===== src/rtl/hls_seq_pkg.sv =====
// rtl/hls_seq_pkg.sv - shared state type, size constant and default widths for the run sequencer
package hls_seq_pkg;

  typedef enum logic [2:0] {
    ST_IDLE,
    ST_LOAD,
    ST_WRITE,
    ST_START,
    ST_RUN,
    ST_REPORT
  } seq_state_t;

  localparam int SIZE_BYTE = 8;

  localparam int          DEF_ADDR_W     = 9;
  localparam int          DEF_DATA_W     = 64;
  localparam int          DEF_SIZE_W     = 7;
  localparam int          DEF_NCH        = 2;
  localparam int          DEF_CNT_W      = 32;
  localparam int unsigned DEF_MAX_CYCLES = 200000000;

endpackage


===== src/rtl/hls_cycle_watchdog.sv =====
// rtl/hls_cycle_watchdog.sv - run cycle counter with done/limit compare and saturating result
module hls_cycle_watchdog
  import hls_seq_pkg::*;
#(
  parameter int          CNT_W      = DEF_CNT_W,
  parameter int unsigned MAX_CYCLES = DEF_MAX_CYCLES
) (
  input  logic             clock,
  input  logic             reset,
  input  logic             clear,
  input  logic             enable,
  input  logic             done,
  output logic             finish,
  output logic [CNT_W-1:0] result_cycles,
  output logic             result_timeout
);

  localparam logic [CNT_W-1:0] LIMIT = CNT_W'(MAX_CYCLES);
  localparam logic [CNT_W-1:0] ONE   = {{(CNT_W-1){1'b0}}, 1'b1};

  logic [CNT_W-1:0] count;
  logic [CNT_W-1:0] count_inc;

  assign count_inc = count + ONE;

  // Completion beats the limit when both land in the same cycle.
  assign finish         = enable && (done || (count_inc == LIMIT));
  assign result_cycles  = done ? count_inc : LIMIT;
  assign result_timeout = !done;

  always_ff @(posedge clock or posedge reset) begin
    if (reset) begin
      count <= '0;
    end else if (clear) begin
      count <= '0;
    end else if (enable) begin
      count <= count_inc;
    end
  end

endmodule


===== src/rtl/hls_run_sequencer.sv =====
// rtl/hls_run_sequencer.sv - preloads slave RAM channel 0, starts the HLS top and times one run
module hls_run_sequencer
  import hls_seq_pkg::*;
#(
  parameter int          ADDR_W     = DEF_ADDR_W,
  parameter int          DATA_W     = DEF_DATA_W,
  parameter int          SIZE_W     = DEF_SIZE_W,
  parameter int          NCH        = DEF_NCH,
  parameter int          CNT_W      = DEF_CNT_W,
  parameter int unsigned MAX_CYCLES = DEF_MAX_CYCLES
) (
  input  logic                  clock,
  input  logic                  reset,
  input  logic                  cfg_valid,
  input  logic [ADDR_W-1:0]     cfg_base_addr,
  input  logic [ADDR_W:0]       cfg_nbytes,
  input  logic                  in_valid,
  output logic                  in_ready,
  input  logic [7:0]            in_data,
  output logic [NCH-1:0]        S_oe_ram,
  output logic [NCH-1:0]        S_we_ram,
  output logic [NCH*ADDR_W-1:0] S_addr_ram,
  output logic [NCH*DATA_W-1:0] S_Wdata_ram,
  output logic [NCH*SIZE_W-1:0] S_data_ram_size,
  input  logic [NCH-1:0]        Sout_DataRdy,
  output logic                  start_port,
  input  logic                  done_port,
  output logic                  busy,
  output logic                  run_valid,
  output logic [CNT_W-1:0]      run_cycles,
  output logic                  run_timeout
);

  localparam logic [ADDR_W:0] IDX_ONE = {{ADDR_W{1'b0}}, 1'b1};

  seq_state_t        state;
  logic [ADDR_W-1:0] base;
  logic [ADDR_W:0]   nbytes;
  logic [ADDR_W:0]   idx;
  logic [ADDR_W:0]   idx_inc;
  logic              wr_en;
  logic [ADDR_W-1:0] wr_addr;
  logic [7:0]        wr_byte;
  logic              wd_finish;
  logic [CNT_W-1:0]  wd_cycles;
  logic              wd_timeout;
  logic              unused_rdy;

  assign idx_inc    = idx + IDX_ONE;
  assign unused_rdy = ^Sout_DataRdy;

  hls_cycle_watchdog #(
    .CNT_W     (CNT_W),
    .MAX_CYCLES(MAX_CYCLES)
  ) u_watchdog (
    .clock         (clock),
    .reset         (reset),
    .clear         (state == ST_START),
    .enable        (state == ST_RUN),
    .done          (done_port),
    .finish        (wd_finish),
    .result_cycles (wd_cycles),
    .result_timeout(wd_timeout)
  );

  // Only channel 0 is ever driven; write fields are zeroed whenever no write is pending.
  always_comb begin
    S_oe_ram        = '0;
    S_we_ram        = '0;
    S_addr_ram      = '0;
    S_Wdata_ram     = '0;
    S_data_ram_size = '0;
    S_we_ram[0]                 = wr_en;
    S_addr_ram[ADDR_W-1:0]      = wr_addr;
    S_Wdata_ram[7:0]            = wr_byte;
    S_data_ram_size[SIZE_W-1:0] = wr_en ? SIZE_W'(SIZE_BYTE) : '0;
  end

  always_ff @(posedge clock or posedge reset) begin
    if (reset) begin
      state       <= ST_IDLE;
      base        <= '0;
      nbytes      <= '0;
      idx         <= '0;
      in_ready    <= 1'b0;
      wr_en       <= 1'b0;
      wr_addr     <= '0;
      wr_byte     <= '0;
      start_port  <= 1'b0;
      busy        <= 1'b0;
      run_valid   <= 1'b0;
      run_cycles  <= '0;
      run_timeout <= 1'b0;
    end else begin
      start_port <= 1'b0;
      run_valid  <= 1'b0;
      case (state)
        ST_IDLE: begin
          if (cfg_valid) begin
            base   <= cfg_base_addr;
            nbytes <= cfg_nbytes;
            idx    <= '0;
            busy   <= 1'b1;
            if (cfg_nbytes == '0) begin
              state      <= ST_START;
              start_port <= 1'b1;
            end else begin
              state    <= ST_LOAD;
              in_ready <= 1'b1;
            end
          end
        end
        ST_LOAD: begin
          if (in_valid) begin
            in_ready <= 1'b0;
            wr_en    <= 1'b1;
            wr_addr  <= base + idx[ADDR_W-1:0];
            wr_byte  <= in_data;
            state    <= ST_WRITE;
          end
        end
        ST_WRITE: begin
          if (Sout_DataRdy[0]) begin
            wr_en   <= 1'b0;
            wr_addr <= '0;
            wr_byte <= '0;
            idx     <= idx_inc;
            if (idx_inc == nbytes) begin
              state      <= ST_START;
              start_port <= 1'b1;
            end else begin
              state    <= ST_LOAD;
              in_ready <= 1'b1;
            end
          end
        end
        ST_START: begin
          state <= ST_RUN;
        end
        ST_RUN: begin
          if (wd_finish) begin
            state       <= ST_REPORT;
            run_valid   <= 1'b1;
            run_cycles  <= wd_cycles;
            run_timeout <= wd_timeout;
          end
        end
        ST_REPORT: begin
          state <= ST_IDLE;
          busy  <= 1'b0;
        end
        default: begin
          state <= ST_IDLE;
        end
      endcase
    end
  end

endmodule


===== config.mk =====
export PLATFORM = sky130hd
export DESIGN_NAME = hls_run_sequencer
export DESIGN_NICKNAME = d
export VERILOG_FILES = /design/src/rtl/hls_seq_pkg.sv /design/src/rtl/hls_cycle_watchdog.sv /design/src/rtl/hls_run_sequencer.sv
export SDC_FILE = /design/constraint.sdc
export NUM_CORES = 1
export LEC_CHECK = 0
export CORE_AREA = 4 4 126 128
export DETAILED_ROUTE_END_ITERATION = 8
export DIE_AREA = 0 0 130 132
export PLACE_DENSITY = 0.91
export SLEW_MARGIN = 0
export SYNTH_ARGS = -nofsm -noshare
export SYNTH_HDL_FRONTEND = slang
export SYNTH_SLANG_ARGS = --single-unit

===== constraint.sdc =====
create_clock -name clock -period 9.96 [get_ports clock]
set_input_delay 1.494 -clock clock [delete_from_list [all_inputs] [get_ports clock]]
set_output_delay 1.494 -clock clock [all_outputs]
set_load 0.01 [all_outputs]

==> reports/qor.yml, run 1 <==
sta:
  rsz0062_at_grt: "no"
  worst_pin_slew_ns: 1.23
  drv_slew: 0
  final_hold_viol_count: 0
  slew_headroom_pct: 17.8
  fmax_mhz: 279
  whs_ns: 0.499
  skew_ns: 0.00651
  finalSetupViolCount: 0
  fin_tns_setup_ns: 0
  fin_crit_ns: 3.58
  period_share_pct: 35.9
  setup_ws_ns: 6.38
yosys:
  synth_seq_cells: 119
  yosys.area.top_type: "dfrtp_1"
  syn_area_per_cell_um2: 9.72
  synth_top_area_share_pct: 40.3
  synth_area_leaders: "dfrtp_1 (40%), buf_4 (15%), xnor2_1 (4.4%), a22o_1 (3.8%), o21ai_0 (3.8%)"
  ys_seq_area_share_pct: 40.3
  async_flop_share_pct: 100
  ys_warn_count: 0
  postSynthCellCount: 761
  yosysUniqueCellTypes: 64
  ys.flop_type: "dfrtp_1"
  syn_area_um2: 7390
  synth_edf_count: 0
cts:
  clockRootBuffer: "clkbuf_16"
  h-tree-depth: 4
  clk_pin_slew_ns: 0.06
  clock_latency_ns: 0.42
  cts_tree: "yes"
  cts_buffers: 17
  holdBufCountCts: 0
  cts_resized: 0
  cts_buffer_depth: 2
  cts_post_setup_buffers_inserted: 0
  cts.sinks: 119
global_route:
  grt_usage_pct: 18.2
  grt_max_degree: 71
  grt_pass1_vias: 5183
  grt.overflow.total: 0
  antenna_found_initial: 0
  grt_pass1_wl_um: 25400
power_and_ir_drop:
  power.density_nw_per_um2: 226
  ir_worst_vdd_mv: 0.124
  total_power_mw: 1.88
  total_leakage_power_nw: 3.73
setup_path:
  reg2reg_depth: 10
  start_kind: "flop"
  crit_fanout: 21
  rr_endpoint: "run_cycles[26]"
  path_class: "flop to flop"
  required_ns: 10.26
  rrSetupSlack_ns: 6.38
  r2r-start: "u_watchdog.count[0]"
  critPathArrivalTime_ns: 3.88
  worstSetupEndpointType: "flop"
place:
  port_buffers: 88
  dpl.hpwl_um: 11400
  dp.cells: 994
  gp_congestion: 0.932
  place_area_um2: 7750
  place_ws_ns: 6.48
worst_hold_path:
  hold_path_depth: 1
  worstHoldEndpoint: "run_cycles[30]"
  hold_class: "flop to flop"
  min_from: "run_cycles[30]"
finish:
  post_layout_nonfiller_instances: 1026
  utilization_pct: 55.9
  syn_to_final_growth_pct: 12.4
  regArea_um2: 2980
  nFillCells: 1218
  final_cell_area_um2: 8310
  multiInputGateArea_um2: 3580
  drive_gt1_share_pct: 9.31
  antenna_cells: 0
  final_common_cell: "conb_1"
  nets: 871
  layout_common_cells: "conb_1 (145), dfrtp_1 (119), clkdlybuf4s50_1 (88)"
floorplan:
  core_um2: 14900
  dieWidth_um: 130
  start_util_pct: 49.7
  die_height_um: 132
  num_rows: 45
  die_area_um2: 17200
  ioPinCount: 235
flow_run:
  cap_violations: 0
route:
  drt_drc_violations_left: 0
  ant_nets: 0
  vias: 5519
  drtPass1Iterations: 6
  wirelength_um: 16200
  wl_per_cell_um: 15.7
  routed_via_density: 5.38
  drtIter0Drc: 597
run_status:
  status: "finished, final reports clean"
[layer usage]
metal | vias to the layer above | part of all wire, % | track usage (%)
met1 | 2617 | 40 | 23.3
li1 | 2503 | - | -
met4 | 0 | 3.0 | 8.37
met3 | 49 | 9.4 | 4.05
met5 | - | 0 | 0
met2 | 350 | 47 | 29.5
[logic make-up (layout without fill, tap and decap cells)]
kind of cell / after synthesis / count (layout) / synth area share, %
other: 1 / 145 / 0.0507
adder cells (fa/ha/maj): 12 / 12 / 2.13
flip-flops: 119 / 119 / 40.3
multiplexers: 21 / 21 / 3.16
XOR/XNOR: 56 / 56 / 6.63
AO/OA/AOI/OAI: 171 / 171 / 16.6
buffers and inverters: 202 / 135 / 18.6
AND/OR/NAND/NOR: 179 / 179 / 12.5
[sequential cells by signal, indices dropped and copies added, names as in the netlist]
signal	flops
in_ready	1
start_port	1
wr_en	1
base	9
busy	1
run_cycles	32
u_watchdog.count	32
state	3
run_valid	1
wr_byte	8
run_timeout	1
idx	10
wr_addr	9
nbytes	10
[worst max-delay path by stage]
stage                   startpoint             end  slack, ns  depth (start not counted)
3_3_place_gp             done_port   run_cycles[1]       6.53                          3
4_1_cts        u_watchdog.count[0]  run_cycles[26]       6.47                         10
3_5_place_dp   u_watchdog.count[0]   run_cycles[6]       6.48                         10
5_1_grt        u_watchdog.count[0]   run_cycles[5]       6.26                         10
6_report       u_watchdog.count[0]  run_cycles[26]       6.38                         10
2_1_floorplan                reset         base[0]       5.31                          1
[report_power, final]
group	switching [mW]	internal, mW	total [mW]
combinational	0.294	0.312	0.606
sequential	0.0982	0.604	0.702
clock	0.229	0.342	0.571
total	0.621	1.26	1.88
[synthesized netlist by cell type (9+ instances only)]
| cell type | number |
|---|---|
| nand3_1 | 22 |
| clkbuf_1 | 22 |
| xor2_1 | 19 |
| ha_1 | 11 |
| o21ai_0 | 56 |
| dfrtp_1 | 119 |
| nand2_1 | 54 |
| a21oi_1 | 15 |
| a22o_1 | 32 |
| mux2_2 | 19 |
| nor2_1 | 42 |
| xnor2_1 | 37 |
| buf_4 | 152 |
| and3_1 | 13 |
| inv_1 | 10 |
| o31ai_1 | 12 |
| nand4_1 | 9 |
[critical path, stage by stage, from the launching register on]
cell and delay [ns]:
dfrtp_1 0.51, ha_1 0.30, and3_1 0.31, and3_1 0.28, and3_1 0.30, a31oi_1 0.18, or4_1 0.55, nor4_2 0.41
o21ai_2 0.11, buf_4 0.26, a22o_1 0.25
[cell type report]
| cell class | instances | share of cell area, % |
|---|---|---|
| multi-input cells | 584 | 43.1 |
| flip-flops and latches | 119 | 35.8 |
| repair buffers | 92 | 11.0 |
| clock buffers | 17 | 5.12 |
| well taps | 188 | 2.83 |
| clock inverters | 15 | 1.58 |
| inverters | 11 | 0.542 |
Note: power is estimated with default switching activity, not from simulation.
==> run 2, diff against run 1 <==
--- a/config.mk
+++ b/config.mk
@@ -5,10 +5,10 @@
 export SDC_FILE = /design/constraint.sdc
 export NUM_CORES = 1
 export LEC_CHECK = 0
-export CORE_AREA = 4 4 126 128
+export CORE_AREA = 4 4 137 139
 export DETAILED_ROUTE_END_ITERATION = 8
-export DIE_AREA = 0 0 130 132
-export PLACE_DENSITY = 0.91
+export DIE_AREA = 0 0 141 143
+export PLACE_DENSITY = 0.82
 export SLEW_MARGIN = 0
 export SYNTH_ARGS = -nofsm -noshare
 export SYNTH_HDL_FRONTEND = slang
==> constraint.sdc (replaced) <==
create_clock -name clock -period 3.25 [get_ports clock]
set_input_delay 0.4875 -clock clock [delete_from_list [all_inputs] [get_ports clock]]
set_output_delay 0.4875 -clock clock [all_outputs]
set_load 0.01 [all_outputs]
==> reports/qor.yml, run 2 (synthesis gave the netlist of run 1 again) <==
run_status:
  status: "finished, final reports clean"
route:
  drtIter0Drc: 408  # -32%
  drtPass1Iterations: 5  # -1
  vias: 5516  # -0.054%
  wirelength_um: 16800  # +3.9%
  routed_via_density: 5.00  # -7.1%
  ant_nets: 0  # unchanged
  wl_per_cell_um: 15.2  # -3.4%
  drt_drc_violations_left: 0  # unchanged
global_route:
  top_usage_layer: "met2"
  grt_pass1_wl_um: 26600  # +4.7%
  grt_usage_pct: 16.4  # -1.8 points
  grt_pass1_vias: 5267  # +1.6%
  grt_util_met3_pct: 4.05  # about the same
  grt.overflow.total: 0  # unchanged
  grtUsageMet2_pct: 26.3  # -3.1 points
  grt_max_degree: 120  # +69%
  grtUsageMet1_pct: 21.1  # -2.2 points
  antenna_found_initial: 0  # unchanged
power_and_ir_drop:
  swShare_pct: 31.7  # -1.4 points
  power_switching_mw: 1.85  # +200%
  power.density_nw_per_um2: 672  # +200%
  total_leakage_power_nw: 3.95  # +5.9%
  power.share.sequential_pct: 36.7  # -0.7 points
  p_clk_share_pct: 30.9  # +0.5 points
  internal_power_mw: 3.98  # +220%
  power_frac_comb_pct: 32.4  # +0.2 points
  ir_worst_vdd_mv: 0.336  # +170%
finish:
  utilization_pct: 49.1  # -6.8 points
  largestRegisters: "run_cycles (32), u_watchdog.count (32)"
  final_cell_area_um2: 8670  # +4.4%
  nets: 908  # +4.2%
  syn_to_final_growth_pct: 17.3
  layout_common_cells: "conb_1 (145), dfrtp_1 (119), clkdlybuf4s50_1 (88)"
  final_common_cell: "conb_1"
  drive_gt1_share_pct: 12.7  # +3.4 points
  nFillCells: 1601  # +31%
  antenna_cells: 0  # unchanged
sta:
  slew_headroom_pct: 51.8  # +34 points
  fin_crit_ns: 3.07  # -0.508 ns
  final_hold_viol_count: 0  # unchanged
  whs_ns: 0.501  # +0.00235 ns
  fmax_mhz: 325  # +17%
  worst_pin_slew_ns: 0.722  # -0.507 ns
  drv_slew: 0  # unchanged
  skew_ns: 0.00865  # +0.00214 ns
  fin_tns_setup_ns: 0  # unchanged
  period_share_pct: 94.5  # +59 points
  finalSetupViolCount: 0  # unchanged
  rsz0062_at_grt: "no"
floorplan:
  num_rows: 49  # +8.9%
  ioPinCount: 235  # unchanged
  start_util_pct: 41.9  # -7.9 points
  core_um2: 17700  # +19%
  die_area_um2: 20200  # +18%
  dieWidth_um: 141  # +8.5%
  die_height_um: 143  # +8.3%
cts:
  h-tree-depth: 4  # unchanged
  cts_post_setup_buffers_inserted: 0  # unchanged
  cts.sinks: 119  # unchanged
  clk_pin_slew_ns: 0.05  # about the same
  clock_latency_ns: 0.42  # about the same
  clockRootBuffer: "clkbuf_16"
  cts_buffer_depth: 2  # unchanged
  cts_buffers: 17  # unchanged
  cts_tree: "yes"
setup_path:
  rr_endpoint: "run_cycles[20]"
  slowest_stage: "or4_1"
  crit_path_frequent_cell: "and3_1"
  r2r-start: "u_watchdog.count[0]"
  worstSetupEndpointType: "flop"
  worst-path-buf-inv: 1  # unchanged
  crit_family: "simple AND/OR/NAND/NOR gates"
  reg2reg_depth: 10  # unchanged
  crit_chain: "ha_1, and3_1, and3_1, a311oi_1, a31oi_1, or4_1, nor4_4, o21ai_2, buf_4, a22o_1"
  cpPeakStageDelay_ns: 0.56  # about the same
  rrSetupSlack_ns: 0.18  # -6.20 ns
  path_class: "flop to flop"
  start_kind: "flop"
  crit_fanout: 11  # -48%
  critPathArrivalTime_ns: 3.37  # -0.51 ns
  required_ns: 3.55  # -6.71 ns
place:
  port_buffers: 88  # unchanged
  place_area_um2: 8090  # +4.4%
  dpl.hpwl_um: 12000  # +5.3%
  gp_congestion: 0.925  # -0.69%
worst_hold_path:
  worstHoldEndpoint: "run_cycles[18]"
  hold_path_depth: 1  # unchanged
  min_from: "run_cycles[18]"
  hold_class: "flop to flop"
flow_run:
  cap_violations: 0  # unchanged
==> run 2: changes by cell type in the layout (fill, tap and decap cells not counted), sizes merged <==
cell      change
inv           -3
clkinvlp      -1
clkinv        -4
buf          +37
clkbuf        +8
==> run 2: power by group through the flow <==
stage          combinational (mW)  clock (mW)  sequential, mW
3_3_place_gp                 1.84           0            2.14
4_1_cts                      1.90        1.83            2.14
6_report                     1.89        1.80            2.14
2_1_floorplan                1.22           0            2.19
3_5_place_dp                 1.88           0            2.16
5_1_grt                      2.06        1.90            2.20
==> run 2: layer usage <==
metal  part of all wire (%)  routed length, µm
met5                      0                  0
met4                    2.8                473
met3                    7.2               1220
met2                     47               7850
met1                     43               7240
==> run 2: repair_timing <==
action,4_1_cts,5_1_grt
gates resized for setup,0,1
hold buffers,0,0
endpoints found under the setup margin,0,12
==> run 2: cell type report <==
class	count	area, µm²	area share, %
clock buffer	25	505	5.83
clock inverter	7	67.6	0.779
inverter	11	46.3	0.534
multi-input combinational	584	3590	41.4
sequential	119	2980	34.3
tap	229	287	3.30
timing repair buffer	129	1200	13.8
==> run 2: worst max-delay path by stage <==
stage / startpoint / to / slack [ns] / cells past startpoint
finish: u_watchdog.count[0] / run_cycles[20] / 0.18 / 10
global route: u_watchdog.count[0] / run_cycles[4] / 0.002 / 11
CTS: u_watchdog.count[0] / run_cycles[13] / 0.12 / 10
detailed placement: u_watchdog.count[0] / run_cycles[8] / 0.16 / 10
global placement: u_watchdog.count[0] / run_cycles[18] / 0.24 / 10
floorplan: u_watchdog.count[0] / run_cycles[11] / 0.19 / 12
==> run 2: through the flow <==
| stage | worst slack (ns) | std cells | power (mW) |
|---|---|---|---|
| 6_report | 0.177 | 1104 | 5.83 |
| 5_1_grt | 0.00161 | 1104 | 6.16 |
| 4_1_cts | 0.121 | 1104 | 5.86 |
| 3_5_place_dp | 0.159 | 1072 | 4.04 |
| 3_3_place_gp | 0.235 | 1072 | 3.98 |
| 2_1_floorplan | 0.194 | 905 | 3.42 |
==> RTL edit: new RTL, settings of run 2 <==
The 6 states of `seq_state_t` get a Gray code encoding in 3 bits.
--- a/src/rtl/hls_seq_pkg.sv
+++ b/src/rtl/hls_seq_pkg.sv
@@ -3,10 +3,10 @@
 
   typedef enum logic [2:0] {
-    ST_IDLE,
-    ST_LOAD,
-    ST_WRITE,
-    ST_START,
-    ST_RUN,
-    ST_REPORT
+    ST_IDLE   = 3'b000,
+    ST_LOAD   = 3'b001,
+    ST_WRITE  = 3'b011,
+    ST_START  = 3'b010,
+    ST_RUN    = 3'b110,
+    ST_REPORT = 3'b111
   } seq_state_t;
 
Behaviour: no difference found for any inputs over 10 cycles, from zero or initial values and one cycle with reset high; not proved beyond that.
==> RTL edit against run 2 <==
Sequential cell count unchanged; wire length up 13%; design area is 3.7% higher; maximum frequency increased by 0.77%; non-clock buffer count is 22 lower; setup slack improved by 0.024 ns; largest power group is now combinational logic; clock skew is 0.0013 ns higher; sequential share of layout area fell by 1.2 points; hold slack got worse by 0.040 ns; cell count up 7.8%; power up 8.0%; area after synthesis rose by 6.3%.
==> RTL edit: results <==
export IMPL_post_place_ws_ns=0.2506
export IMPL_clkLatencyLatePin_ns=0.42
export IMPL_muxShareOfSynthArea=0.02722
export IMPL_top_regs="run_cycles: 32 flops, u_watchdog.count: 32 flops"
export IMPL_vias_per_cell=5.301
export IMPL_cts_root_buf="clkbuf_16"
export IMPL_grt_pass1_wl_mm=30.64
export IMPL_grt_max_degree=47
export IMPL_clkPwrFrac=0.294
export IMPL_synth_area_leaders="dfrtp_1, buf_4, nand2_1"
export IMPL_synth_adder_area_share=0.02005
export IMPL_cpPeakStageDelay_ns=0.47
export IMPL_clk_pin_slew_ns=0.06
export IMPL_cellLeakagePower_nw=4.006
export IMPL_place_congestion=0.9384
export IMPL_ys_seq_area_frac=0.3788
export IMPL_p_switching_w=0.002162
export IMPL_drtIter0Drc=454
export IMPL_layout_drive_gt1_share=0.1020
export IMPL_dp_hpwl_mm=13.65
export IMPL_skew_ns=0.009948
export IMPL_synth_compound_area_frac=0.1590
export IMPL_yosys_top_cells_count="buf_4, dfrtp_1, nand2_1"
export IMPL_post_cts_buffers=0
export IMPL_peakVddDrop_uv=421.8
export IMPL_critPathMaxFanout=20
export IMPL_yosysWarnings=0
export IMPL_status="finished, final reports clean"
export IMPL_postCtsResizedCells=0
export IMPL_cts_buffers=17
export IMPL_grt_pass1_vias=5983
export IMPL_layout_min_cycle_time_ns=3.049
export IMPL_hold_path_class="flop to flop"
export IMPL_r2r_start="u_watchdog.count[0]$_DFFE_PP0P_"
export IMPL_antenna_found_initial=0
export IMPL_wl_per_cell_um=15.95
export IMPL_crit_family="simple AND/OR/NAND/NOR gates"
export IMPL_crit_slowest_cell="dfrtp_1"
export IMPL_whs_path_depth=2
export IMPL_reg2reg_to="run_cycles[30]$_DFFE_PP0P_"
export IMPL_ys_async_sr_fraction=1.000
export IMPL_tightest_slew_ns=0.8171
export IMPL_hp_start="wr_byte[3]$_DFFE_PP0P_"
export IMPL_track_usage=0.1873
export IMPL_r2r_slack_ns=0.20
export IMPL_synth_xor_area_share=0.06414
export IMPL_fin_nets=996
export IMPL_dr_pass1_iters=5
export IMPL_port_buffers=88
export IMPL_synth_cell_types=63
export IMPL_min_to="wr_byte[3]$_DFFE_PP0P_"
export IMPL_rr_worst_depth=9
export IMPL_cts_path_max_buffers=2
export IMPL_powerSeq_w=0.00220
export IMPL_cts_max_level=4
export IMPL_worstPathArrival_ns=3.36
-- RTL edit: per-stage QoR --
step	cells	hold WS (ns)	total power, W	cell area (um^2)
after floorplan	1020	0.4712	0.003687	8406
after global placement	1160	0.4495	0.004365	8413
after detailed placement	1160	0.4556	0.004451	8413
after CTS	1190	0.4666	0.006332	8995
after global routing	1190	0.4882	0.006695	8995
final	1190	0.4612	0.006295	8995
-- RTL edit: layer usage --
| metal | part of all wire | track usage | vias up | wire (um) |
|---|---|---|---|---|
| met5 | 0 | 0 | - | 0 |
| met4 | 0.030 | 0.08159 | 0 | 573 |
| met3 | 0.076 | 0.03483 | 43 | 1447 |
| met2 | 0.48 | 0.3092 | 315 | 9184 |
| met1 | 0.41 | 0.2420 | 3004 | 7773 |
| li1 | - | - | 2946 | - |
-- RTL edit: area by class of cell --
cell class	instances	area (um^2)
fillers	1553	8662
multi-input cells	689	4036
flip-flops and latches	119	2978
repair buffers	107	1049
clock buffers	22	484.2
well taps	229	286.5
clock inverters	8	97.59
inverters	16	63.81
